`src/rtl/nios_debug_scan_channel.sv`:
```
// nios_debug_scan_channel
//   Debug scan-chain controller for the Nios debug module. An IR selects one of NUM_CH data
//   registers (codes >= NUM_CH select a 1-bit bypass register). Capture/shift/update strobes
//   from the oversampled JTAG state machine operate on the selected channel's length. Each
//   completed update is handed to the core side over a valid/ready command port.
//
// Ports
//   clk, reset                   rising-edge clock, asynchronous active-high reset
//   ena                          node enable, gates all four strobes
//   ir_in, st_update_ir          IR value and its load strobe
//   st_capture, st_shift,
//   st_update_dr                 DR strobes, at most one acted on per cycle
//   tdi / tdo                    serial in (sampled with st_shift) / serial out (sr[0])
//   cap_data                     per-channel capture values, ch k at [DR_W*k +: DR_W]
//   cmd_valid, cmd_ready         command handshake
//   cmd_ch, cmd_data, cmd_bits,
//   cmd_len_err                  command payload (channel, data, bit count, length mismatch)
//   overrun, overrun_clr         sticky dropped-update flag and its clear
//   ir_q                         current IR
module nios_debug_scan_channel #(
    parameter int unsigned          IR_W   = 2,
    parameter int unsigned          NUM_CH = 4,
    parameter int unsigned          DR_W   = 38,
    parameter logic [8*NUM_CH-1:0]  CH_LEN = {NUM_CH{8'd38}}
) (
    input  logic                   clk,
    input  logic                   reset,
    input  logic                   ena,
    input  logic [IR_W-1:0]        ir_in,
    input  logic                   st_update_ir,
    input  logic                   st_capture,
    input  logic                   st_shift,
    input  logic                   st_update_dr,
    input  logic                   tdi,
    output logic                   tdo,
    input  logic [NUM_CH*DR_W-1:0] cap_data,
    output logic                   cmd_valid,
    input  logic                   cmd_ready,
    output logic [IR_W-1:0]        cmd_ch,
    output logic [DR_W-1:0]        cmd_data,
    output logic [7:0]             cmd_bits,
    output logic                   cmd_len_err,
    output logic                   overrun,
    input  logic                   overrun_clr,
    output logic [IR_W-1:0]        ir_q
);

    typedef enum logic [1:0] {StIdle, StCap, StShift} state_e;

    state_e          st_q, st_d;
    logic [DR_W-1:0] sr_q, sr_d;
    logic [7:0]      cnt_q, cnt_d;
    logic [IR_W-1:0] ir_d;

    logic            cmd_valid_d;
    logic [IR_W-1:0] cmd_ch_d;
    logic [DR_W-1:0] cmd_data_d;
    logic [7:0]      cmd_bits_d;
    logic            cmd_len_err_d;
    logic            overrun_d;

    logic            ch_valid;
    logic [7:0]      len_act;
    logic [DR_W-1:0] sel_cap;
    logic [DR_W-1:0] len_mask;
    logic [DR_W-1:0] sr_up;
    logic [DR_W-1:0] sr_shift;
    logic [7:0]      cnt_inc;
    logic            issue;
    logic            accept;

    assign tdo = sr_q[0];

    // Channel decode: active length, capture source and bypass detection.
    always_comb begin
        ch_valid = 1'b0;
        len_act  = 8'd1;
        sel_cap  = '0;
        for (int k = 0; k < int'(NUM_CH); k++) begin
            if (ir_q == IR_W'(k)) begin
                ch_valid = 1'b1;
                len_act  = CH_LEN[8*k +: 8];
                sel_cap  = cap_data[DR_W*k +: DR_W];
            end
        end
        if (len_act == 8'd0) begin
            len_act = 8'd1;
        end
    end

    // Shifting happens inside the active length only; tdi enters at bit L-1 and
    // everything at or above L stays zero.
    always_comb begin
        sr_up = {1'b0, sr_q[DR_W-1:1]};
        for (int i = 0; i < int'(DR_W); i++) begin
            len_mask[i] = (i < int'(len_act));
            sr_shift[i] = 1'b0;
            if (i == int'(len_act) - 1) begin
                sr_shift[i] = tdi;
            end else if (i < int'(len_act) - 1) begin
                sr_shift[i] = sr_up[i];
            end
        end
        cnt_inc = (cnt_q == 8'hFF) ? 8'hFF : cnt_q + 8'd1;
    end

    // Scan FSM: one strobe per cycle, priority update_ir > update_dr > capture > shift.
    always_comb begin
        st_d  = st_q;
        sr_d  = sr_q;
        cnt_d = cnt_q;
        ir_d  = ir_q;
        issue = 1'b0;
        if (ena) begin
            if (st_update_ir) begin
                ir_d = ir_in;
                sr_d = '0;
                st_d = StIdle;
            end else if (st_update_dr) begin
                issue = (st_q == StShift) && ch_valid;
                st_d  = StIdle;
            end else if (st_capture) begin
                // Capture during SHIFT would clobber in-flight data.
                if (st_q != StShift) begin
                    sr_d  = ch_valid ? (sel_cap & len_mask) : '0;
                    cnt_d = 8'd0;
                    st_d  = StCap;
                end
            end else if (st_shift) begin
                sr_d = sr_shift;
                if (st_q != StIdle) begin
                    cnt_d = cnt_inc;
                    st_d  = StShift;
                end
            end
        end
    end

    // Command port: a new update loads only into an empty or just-accepted slot.
    always_comb begin
        cmd_valid_d   = cmd_valid;
        cmd_ch_d      = cmd_ch;
        cmd_data_d    = cmd_data;
        cmd_bits_d    = cmd_bits;
        cmd_len_err_d = cmd_len_err;
        overrun_d     = overrun;
        accept        = cmd_valid & cmd_ready;
        if (overrun_clr) begin
            overrun_d = 1'b0;
        end
        if (issue) begin
            if (!cmd_valid || cmd_ready) begin
                cmd_valid_d   = 1'b1;
                cmd_ch_d      = ir_q;
                cmd_data_d    = sr_q;
                cmd_bits_d    = cnt_q;
                cmd_len_err_d = (cnt_q != len_act);
            end else begin
                overrun_d = 1'b1;
            end
        end else if (accept) begin
            cmd_valid_d = 1'b0;
        end
    end

    always_ff @(posedge clk or posedge reset) begin
        if (reset) begin
            st_q        <= StIdle;
            sr_q        <= '0;
            cnt_q       <= 8'd0;
            ir_q        <= '0;
            cmd_valid   <= 1'b0;
            cmd_ch      <= '0;
            cmd_data    <= '0;
            cmd_bits    <= 8'd0;
            cmd_len_err <= 1'b0;
            overrun     <= 1'b0;
        end else begin
            st_q        <= st_d;
            sr_q        <= sr_d;
            cnt_q       <= cnt_d;
            ir_q        <= ir_d;
            cmd_valid   <= cmd_valid_d;
            cmd_ch      <= cmd_ch_d;
            cmd_data    <= cmd_data_d;
            cmd_bits    <= cmd_bits_d;
            cmd_len_err <= cmd_len_err_d;
            overrun     <= overrun_d;
        end
    end

endmodule

```
`config.mk`:
```
export PLATFORM = sky130hd
export DESIGN_NAME = nios_debug_scan_channel
export DESIGN_NICKNAME = d
export VERILOG_FILES = /design/src/rtl/nios_debug_scan_channel.sv
export SDC_FILE = /design/constraint.sdc
export NUM_CORES = 1
export LEC_CHECK = 0
export ABC_AREA = 1
export BUFFER_PORTS_ARGS = -buffer_cell sky130_fd_sc_hd__clkbuf_2
export CAP_MARGIN = 20
export CORE_MARGIN = 2
export CORE_UTILIZATION = 54
export DETAILED_ROUTE_END_ITERATION = 8
export GPL_TIMING_DRIVEN = 0
export PLACE_DENSITY = 0.86
export SLEW_MARGIN = 30
export SYNTH_ARGS = -nofsm -noshare
export SYNTH_HDL_FRONTEND = slang
export SYNTH_SLANG_ARGS = --single-unit
```
`constraint.sdc`:
```
create_clock -name clk -period 7.4 [get_ports clk]
set_clock_uncertainty 0.15 [all_clocks]
set_input_delay 0 -clock clk [delete_from_list [all_inputs] [get_ports clk]]
set_output_delay 0 -clock clk [all_outputs]
set_load 0.02 [all_outputs]
```
==> metrics.txt, run 1 <==
status finished clean; Max IR drop VDD 0.000160 V; Port Buffer Count 217; # DRC 0; Slew @ Worst Pin 0.585 ns; Setup CP Type register to register; TritonCTS buffer count 9; via count 7,211; Nets 1,407; final period utilization 0.409; Max stage delay cell, worst path dlygate4sd3_1; Startpoint Class register; hold_ws 0.0132 ns; WP data arrival 3.18 ns; Synth cell types 24; fmax 0.330 GHz; internal power 1.05 mW; number of global-route vias before repair 6,983; Final setup violation count 0; CP dominant cell by count nor2_1; Seq/Total Area, Yosys 0.429; origin of the critical flop-to-flop path ir_q[0]; final cell utilization of the core 0.789; Mapped Area 5890 um2; Final min period 3.03 ns; grt ovf 0; Die H 108 um; post-route setup TNS 0 ns; vias per cell 5.20; initial core utilization 0.548; PD cells 199 nW/um2; row count 38; CTS H-tree depth 3; layout cells sized above 1 0.228; Post-CTS Resized 0; Cells after Synth 906; crit-path max FO 10; net switching power 0.634 mW; clock latency on the worst-skew pair 0.37 ns; Syn Nets 1,071; CTS Sinks 101; Overall Global Routing Usage 0.345; power consumption 1.69 mW; drt wl/cell 14.7 um; Yosys Warn Count 0; Die ar. 11,800 um2; Die Width 108 um; HPWL after detailed placement 13,300 um; Synth Register Bits 101; Leakage 4.65 nW; Syn Area/Cell 6.50 um2; R2R depth 11; Detailed Route WL 20,400 um; CTS tree done; first-pass GRT wire length 32,100 um; I/O pin total 218; number of nets still failing antenna checks after routing 0; Req. time, crit path 7.55 ns; HP Class input pin to register; sw frac 0.376; initial antenna violation count 0; slowest cell delay on critical path 0.58 ns; Max Cap Viol 0; Area Growth Syn to Fin 43.9%; Core Region 10,700 um2; min-delay src cap_data[62]; Comb pwr share 0.343; CTS clk-pin slew, worst paths 0.10 ns; relative slew slack 0.608; initial DRC count 821; CP Launch Point ir_q[0]; worst path cell trace inv_2 -> nor2_1 -> buf_2 -> nand2_1 -> nand3_1 -> dlygate4sd3_1 -> nand2_1 -> dlygate4sd3_1 -> inv_2 -> nor2_1 -> nor2_1; Root Buffer clkbuf_8; kind of end point of the critical path register; RSZ-0062 raised after global routing no; largest net degree at the start of global routing 57; drt first pass iters 6; Hold Crit Depth 7; Pins Over Slew Limit 0; Final Hold Fails 0; CTS max path bufs 2; Flop pwr share 0.434; gp weighted congestion 0.892; Clock power frac 0.223
==> synthesized netlist by cell type <==
| master | n | share of area |
|---|---|---|
| a21oi_1 | 19 | 0.016 |
| and2_1 | 2 | 0.0021 |
| buf_2 | 22 | 0.019 |
| buf_6 | 3 | 0.0057 |
| clkbuf_1 | 19 | 0.012 |
| clkinv_1 | 3 | 0.0019 |
| dfrtp_1 | 101 | 0.43 |
| ha_1 | 1 | 0.0021 |
| inv_1 | 76 | 0.048 |
| inv_2 | 18 | 0.011 |
| nand2_1 | 305 | 0.19 |
| nand2_2 | 2 | 0.0021 |
| nand3_1 | 50 | 0.042 |
| nand3_2 | 1 | 0.0017 |
| nand3b_1 | 16 | 0.020 |
| nand4_1 | 2 | 0.0021 |
| nor2_1 | 185 | 0.12 |
| nor2_2 | 2 | 0.0021 |
| nor2_4 | 1 | 0.0019 |
| nor3_1 | 16 | 0.014 |
| nor4_1 | 1 | 0.0011 |
| o21ai_0 | 59 | 0.050 |
| o21bai_1 | 1 | 0.0013 |
| o22ai_1 | 1 | 0.0011 |
==> worst paths after layout <==
path	to	slack [ns]
worst max-delay path	sr_q[22]	4.37
worst min-delay path	sr_q[24]	0.01
max in group asynchronous	cmd_ch[1]	6.47
worst min register to register	cmd_data[26]	0.34
worst max register to register	sr_q[22]	4.37
min in group asynchronous	cmd_data[17]	0.04
==> metal layers <==
layer  global-route usage  routed length [um]  vias to the layer above
li1                     -                   -                     3446
met1                0.431                8000                     3260
met2                0.583                9880                      429
met3               0.0633                1840                       76
met4                0.151                 719                        0
met5                    0                   0                        -
==> final cells by class <==
type	count	area, um2
well taps	140	175
clock buffers	9	124
diodes	1	2.50
inverters	97	369
plain buffers	44	215
repair buffers	325	2180
multi-input cells	664	2780
clock inverters	7	92.6
flip-flops and latches	101	2530
fillers	768	2270
==> sequential cells by signal (all words and copies together), names as in the netlist <==
| signal | flops |
|---|---|
| cnt_q | 8 |
| overrun | 1 |
| cmd_ch | 2 |
| ir_q | 2 |
| cmd_valid | 1 |
| st_q | 2 |
| cmd_bits | 8 |
| sr_q | 38 |
| cmd_data | 38 |
| cmd_len_err | 1 |
==> power by group through the flow <==
stage	Clock (mW)	Sequential (mW)	Combinational, mW
floorplan	0	0.784	0.250
global placement	0	0.734	0.475
detailed placement	0	0.737	0.488
CTS	0.373	0.727	0.558
global route	0.401	0.740	0.636
finish	0.377	0.732	0.579
==> cells by family after synthesis <==
logic type               Yosys count  synth area share
adder cells (fa/ha/maj)            1           0.00212
buffers and inverters            141            0.0983
flip-flops                       101             0.429
AO/OA/AOI/OAI                     80            0.0686
AND/OR/NAND/NOR                  583             0.402
==> layout by cell type, fill, tap and decap left out <==
master,count
nand2_1,305
clkbuf_2,217
nor2_1,185
dlygate4sd3_1,107
dfrtp_1,101
inv_1,75
o21ai_0,59
nand3_1,50
buf_2,22
clkbuf_1,19
a21oi_1,19
inv_2,18
nor3_1,16
nand3b_1,16
clkbuf_8,9
buf_6,3
clkinv_1,3
nor2_2,2
nand2_2,2
inv_6,2
nand4_1,2
and2_1,2
clkinvlp_4,2
inv_8,2
diode_2,1
nor2_4,1
nand3_2,1
o22ai_1,1
o21bai_1,1
nor4_1,1
ha_1,1
clkinv_8,1
bufinv_16,1
buf_16,1
==> per-stage QoR <==
step | instances | instance area [um2] | setup slack (ns)
2_1_floorplan | 906 | 5890 | 4.60
3_3_place_gp | 1263 | 7150 | 3.57
3_5_place_dp | 1264 | 7180 | 5.50
4_1_cts | 1387 | 8470 | 4.45
5_1_grt | 1387 | 8470 | 4.24
6_report | 1388 | 8470 | 4.37
==> critical path: cells and delay by family, from the launching register on <==
family | cells | cell delay (ns)
DFF | 1 | 0.50
buffers and inverters | 5 | 1.67
and+or+nand+nor | 6 | 0.65
==> timing repair <==
item	CTS	global route
setup buffers	0	0
hold buffers	107	0
setup endpoints to repair	0	0
endpoints found under the hold margin	147	0
(Power assumes the default switching activity.)
==> inputs of run 2 (changes only) <==
- CORE_UTILIZATION: 54 -> 45
- PLACE_DENSITY: 0.86 -> 0.77
- clock period: 7.4 -> 2.7 ns (I/O delays scaled with it)
==> run 2 against run 1 <==
Compared with the run above: sequential share of layout area is 0.38 points lower; critical path depth decreased by 2; clock power rose to 3.7 times the previous value; critical endpoint is now sr_q[6]; largest cell class unchanged; largest power group unchanged.
==> metrics.txt, run 2 (synthesized netlist as in run 1, its figures left out) <==
post-route setup TNS 0 ns (unchanged); Overall Global Routing Usage 0.287 (-0.0579); commonest non-fill, non-tap cell in the layout nand2_1; RSZ-0062 raised after global routing no; initial core utilization 0.463 (-0.0852); commonest non-fill, non-tap cells in the layout 305 x nand2_1, 218 x clkbuf_2, 185 x nor2_1; Detailed Route WL 20,400 um (-0.32%); Core Region 12,700 um2 (+18%); gp weighted congestion 0.891 (-0.11%); kind of end point of the critical path register; HP Class input pin to register; final period utilization 0.949 (+0.540); Pins Over Slew Limit 0 (unchanged); crit-path max FO 10 (unchanged); via count 7,045 (-2.3%); number of fill cells 1,117 (+45%); Slew @ Worst Pin 0.593 ns (+0.00733 ns); Area Growth Syn to Fin 45.9%; Max Cap Viol 0 (unchanged); WP data arrival 2.70 ns (-0.48 ns); first-pass GRT wire length 32,400 um (+0.95%); Hold Crit Depth 7 (unchanged); Setup CP Type register to register; I/O pin total 218 (unchanged); row count 41 (+7.9%); number of nets still failing antenna checks after routing 0 (unchanged); Max IR drop VDD 0.000321 V (+100%); Die ar. 14,000 um2 (+19%); relative slew slack 0.603 (-0.00490); Final Hold Fails 0 (unchanged); Nets 1,400 (-0.50%); CTS max path bufs 2 (unchanged); Root Buffer clkbuf_16; Req. time, crit path 2.84 ns (-4.71 ns); R2R depth 9 (-2); Die Width 118 um (+9.2%); Die H 118 um (+9.2%); Leakage 4.72 nW (+1.5%); initial DRC count 682 (-17%); CTS clk-pin slew, worst paths 0.07 ns (-0.03 ns); HPWL after detailed placement 14,100 um (+6.2%); layout cells sized above 1 0.234 (+0.00612); drt first pass iters 8 (+2); Startpoint Class register; CTS Sinks 101 (unchanged); TritonCTS buffer count 9 (unchanged); # DRC 0 (unchanged); CTS H-tree depth 3 (unchanged); Port Buffer Count 217 (unchanged); fmax 0.390 GHz (+18%); number of global-route vias before repair 6,829 (-2.2%); clock latency on the worst-skew pair 0.35 ns (-0.02 ns); CTS tree done; status finished clean; postcts setup bufs 0 (unchanged); post-route design area 8590 um2 (+1.4%); grt ovf 0 (unchanged); PD cells 579 nW/um2 (+190%); Final setup violation count 0 (unchanged); drt wl/cell 14.4 um (-2.1%); placed inst area 7290 um2 (+1.5%); Final min period 2.56 ns (-0.466 ns); biggest regs cmd_data x38, sr_q x38; largest net degree at the start of global routing 29 (-49%); initial antenna violation count 1 (+1); vias per cell 4.99 (-4.0%)
[run 2: cell count changes in the layout (fill, tap and decap cells not counted), sizes merged]
| cell | previous run | this run |
|---|---|---|
| buf | 26 | 28 |
| bufinv | 1 | 2 |
| clkbuf | 245 | 246 |
| clkinvlp | 2 | 3 |
| dlygate4sd3 | 107 | 97 |
| inv | 97 | 95 |
[run 2: repair_timing]
item	4_1_cts	5_1_grt
endpoints found under the setup margin	0	1
hold buffers	97	0
resized for setup	0	6
hold endpoints to repair	127	0
[run 2: report_power, final]
group	leakage [nW]	total (mW)	internal [mW]	switching, mW
combinational	3.28	1.57	0.648	0.921
sequential	1.28	2.00	1.79	0.212
clock	0.152	1.41	0.817	0.595
[run 2: path summary, 6_finish.rpt]
kind                              start           end  slack [ns]
max in group asynchronous         reset       ir_q[1]        1.69
hold / removal              cap_data[9]       sr_q[9]        0.01
min in group asynchronous         reset  cmd_data[11]        0.06
setup reg to reg                ir_q[0]       sr_q[6]        0.14
hold reg to reg            cmd_data[13]  cmd_data[13]        0.33
setup / recovery                ir_q[0]       sr_q[6]        0.14
[run 2: critical path, cell delays in order, from the launching register on]
cell	delay, ns
dfrtp_2	0.47
nor2_1	0.15
clkbuf_4	0.23
nand2_1	0.07
nand3_1	0.07
dlygate4sd3_1	0.54
nand2_1	0.07
dlygate4sd3_1	0.58
nand3_1	0.07
and2_1	0.11
[run 2: area by class of cell]
cell class	count	area, um2	area share
inverter	97	368	0.0428
sequential	101	2530	0.294
tap	172	215	0.0250
buffer	44	219	0.0255
clock inverter	7	97.6	0.0114
clock buffer	9	225	0.0262
antenna	1	2.50	0.000291
multi-input combinational	664	2780	0.324
timing repair buffer	318	2150	0.250
[run 2: metal layers]
metal  track usage  part of all wire  vias to the layer above
met3        0.0565             0.069                       86
li1              -                 -                     3446
met2         0.485              0.47                      352
met1         0.357              0.42                     3161
met5             0                 0                        -
met4         0.122             0.041                        0
[run 2: through the flow]
step	cells	power, mW	hold WS [ns]	setup slack, ns	util
after floorplan	906	2.83	-0.0510	1.14	-
final	1413	4.98	0.0102	0.139	0.675
after detailed placement	1299	3.38	-0.112	0.845	0.573
after CTS	1412	4.94	0.00358	0.0681	0.675
after global placement	1295	3.33	0.0449	0.659	0.566
after global routing	1413	5.24	0.0431	0.00702	0.675
==> inputs of run 3 (changes only) <==
- CORE_UTILIZATION: 45 -> 23
- PLACE_DENSITY: 0.77 -> 0.48
- clock period: 2.7 -> 3 ns (I/O delays scaled with it)
==> run 3 against run 2 <==
Compared with the run above: the run now ends with hold timing left; non-clock buffer count is 6 lower; via count is 7.5% lower; die area is 92% higher; worst setup slack better by 0.091 ns; count of clock-buffer cells in the layout stayed put; critical path depth is 1 higher; critical path type unchanged; largest power group unchanged.
==> metrics.txt, run 3 (synthesized netlist as in run 1, its figures left out) <==
status finished, violations left; failing checks hold timing; gp weighted congestion 0.842 (-5.4%); initial antenna violation count 1 (unchanged); Comb pwr share 0.319 (+0.004); Final Hold Fails 1 (+1); Nets 1,394 (-0.43%); HP Class input pin to register; Die H 164 um (+39%); Port Buffer Count 217 (unchanged); drt wl/cell 13.7 um (-5.1%); relative slew slack 0.572 (-0.0311); PD cells 499 nW/um2 (-14%); clock latency on the worst-skew pair 0.36 ns (about the same); I/O pin total 218 (unchanged); final period utilization 0.924 (-0.0251); initial DRC count 314 (-54%); hold_ws -0.0111 ns (-0.0214 ns); row count 58 (+41%); net switching power 1.58 mW (-8.7%); initial core utilization 0.234 (-0.229); CTS tree done; via count 6,519 (-7.5%); number of nets still failing antenna checks after routing 0 (unchanged); Pins Over Slew Limit 0 (unchanged); Final min period 2.77 ns (+0.209 ns); WP data arrival 2.87 ns (+0.17 ns); CTS max path bufs 2 (unchanged); layout cells sized above 1 0.232 (-0.00210); drt first pass iters 4 (-4); biggest regs cmd_data x38, sr_q x38; Startpoint Class register; Detailed Route WL 21,400 um (+5.1%); first-pass GRT wire length 33,600 um (+3.6%); commonest non-fill, non-tap cell in the layout nand2_1; Max IR drop VDD 0.000264 V (-18%); grt ovf 0 (unchanged); Die Width 164 um (+39%); fmax 0.361 GHz (-7.6%); post-route design area 8660 um2 (+0.82%); slowest cell delay on critical path 0.56 ns (-0.02 ns); worst path cell trace buf_2 -> buf_2 -> o21ai_0 -> nand3_1 -> dlygate4sd3_1 -> nand2_1 -> dlygate4sd3_1 -> inv_1 -> nor2_1 -> nor2_1; Final setup violation count 0 (unchanged); kind of end point of the critical path register; sw frac 0.365 (+0.0177); crit-path max FO 10 (unchanged); Max stage delay cell, worst path dlygate4sd3_1; CTS clk-pin slew, worst paths 0.07 ns (about the same); Overall Global Routing Usage 0.161 (-0.126); RSZ-0062 raised after global routing no; internal power 2.75 mW (-16%); Leakage 4.63 nW (-1.8%); Clock power frac 0.265 (-0.019); TritonCTS buffer count 9 (unchanged); commonest non-fill, non-tap cells in the layout 305 x nand2_1, 218 x clkbuf_2, 184 x nor2_1; largest net degree at the start of global routing 67 (+130%); CTS Sinks 101 (unchanged); Req. time, crit path 3.10 ns (+0.26 ns); number of global-route vias before repair 6,401 (-6.3%); Flop pwr share 0.416 (+0.015); HPWL after detailed placement 16,700 um (+18%); Setup CP Type register to register; placed inst area 7420 um2 (+1.8%); vias per cell 4.17 (-16%); final cell utilization of the core 0.344 (-0.331); Root Buffer clkbuf_16; Area Growth Syn to Fin 47.1%; Max Cap Viol 0 (unchanged); Core Region 25,200 um2 (+98%); # DRC 0 (unchanged); CTS H-tree depth 3 (unchanged); Die ar. 26,900 um2 (+92%); Slew @ Worst Pin 0.639 ns (+0.0465 ns); post-route setup TNS 0 ns (unchanged)
-- run 3: cell count changes in the layout (fill, tap and decap cells not counted), sizes merged --
| cell | change |
|---|---|
| clkinvlp | -1 |
| dlygate4sd3 | -2 |
| bufinv | -2 |
| inv | +2 |
| buf | -4 |
| clkinv | +1 |
-- run 3: worst paths after layout --
kind | from | endpoint | slack [ns] | depth (start not counted)
max | ir_q[0] | sr_q[7] | 0.23 | 10
min | cap_data[5] | sr_q[5] | -0.01 | 7
max reg2reg | ir_q[0] | sr_q[7] | 0.23 | 10
min reg2reg | cmd_data[8] | cmd_data[8] | 0.33 | 2
max in group asynchronous | reset | cmd_bits[4] | 2.06 | 4
min in group asynchronous | reset | sr_q[15] | 0.02 | 3
-- run 3: worst max-delay path, delay by kind of cell (launching register included) --
family | cells | cell delay (ns)
compound gates | 1 | 0.17
buf+inv | 5 | 1.57
flops | 1 | 0.49
simple gates | 4 | 0.29
-- run 3: power groups by stage --
stage               Combinational (mW)  Clock (mW)  Sequential (mW)
floorplan                        0.616           0             1.93
global placement                  1.24           0             1.83
detailed placement                1.25           0             1.83
CTS                               1.40        1.19             1.80
global route                      1.57        1.24             1.84
finish                            1.38        1.15             1.80
-- run 3: layer usage --
metal,global-route usage,share of wire,vias up
li1,-,-,3422
met5,0,0,-
met4,0.0435,0.016,0
met3,0.0278,0.049,25
met2,0.259,0.46,183
met1,0.223,0.48,2889
-- run 3: stage by stage --
stage / hold WS [ns] / cells / worst slack, ns / total power [mW]
after floorplan: -0.0510 / 906 / 0.203 / 2.55
after global placement: 0.0442 / 1453 / -1.41 / 3.06
after detailed placement: -0.146 / 1454 / 1.04 / 3.08
after CTS: 0.00355 / 1565 / 0.0398 / 4.39
after global routing: 0.0413 / 1565 / 0.0255 / 4.64
final: -0.0111 / 1565 / 0.229 / 4.32
-- run 3: timing repair --
| item | 4_1_cts | 5_1_grt |
|---|---|---|
| hold buffers | 95 | 0 |
| resized for setup | 0 | 5 |
| setup buffers | 0 | 0 |
| hold endpoints to repair | 144 | 0 |
| endpoints found under the setup margin | 0 | 12 |
-- run 3: layout make-up --
cell class	instances	area [um2]
flip-flops and latches	101	2530
clock buffers	9	225
well taps	330	413
inverters	97	372
diodes	1	2.50
fillers	2783	16500
plain buffers	43	214
clock inverters	7	57.6
repair buffers	313	2060
multi-input cells	664	2790
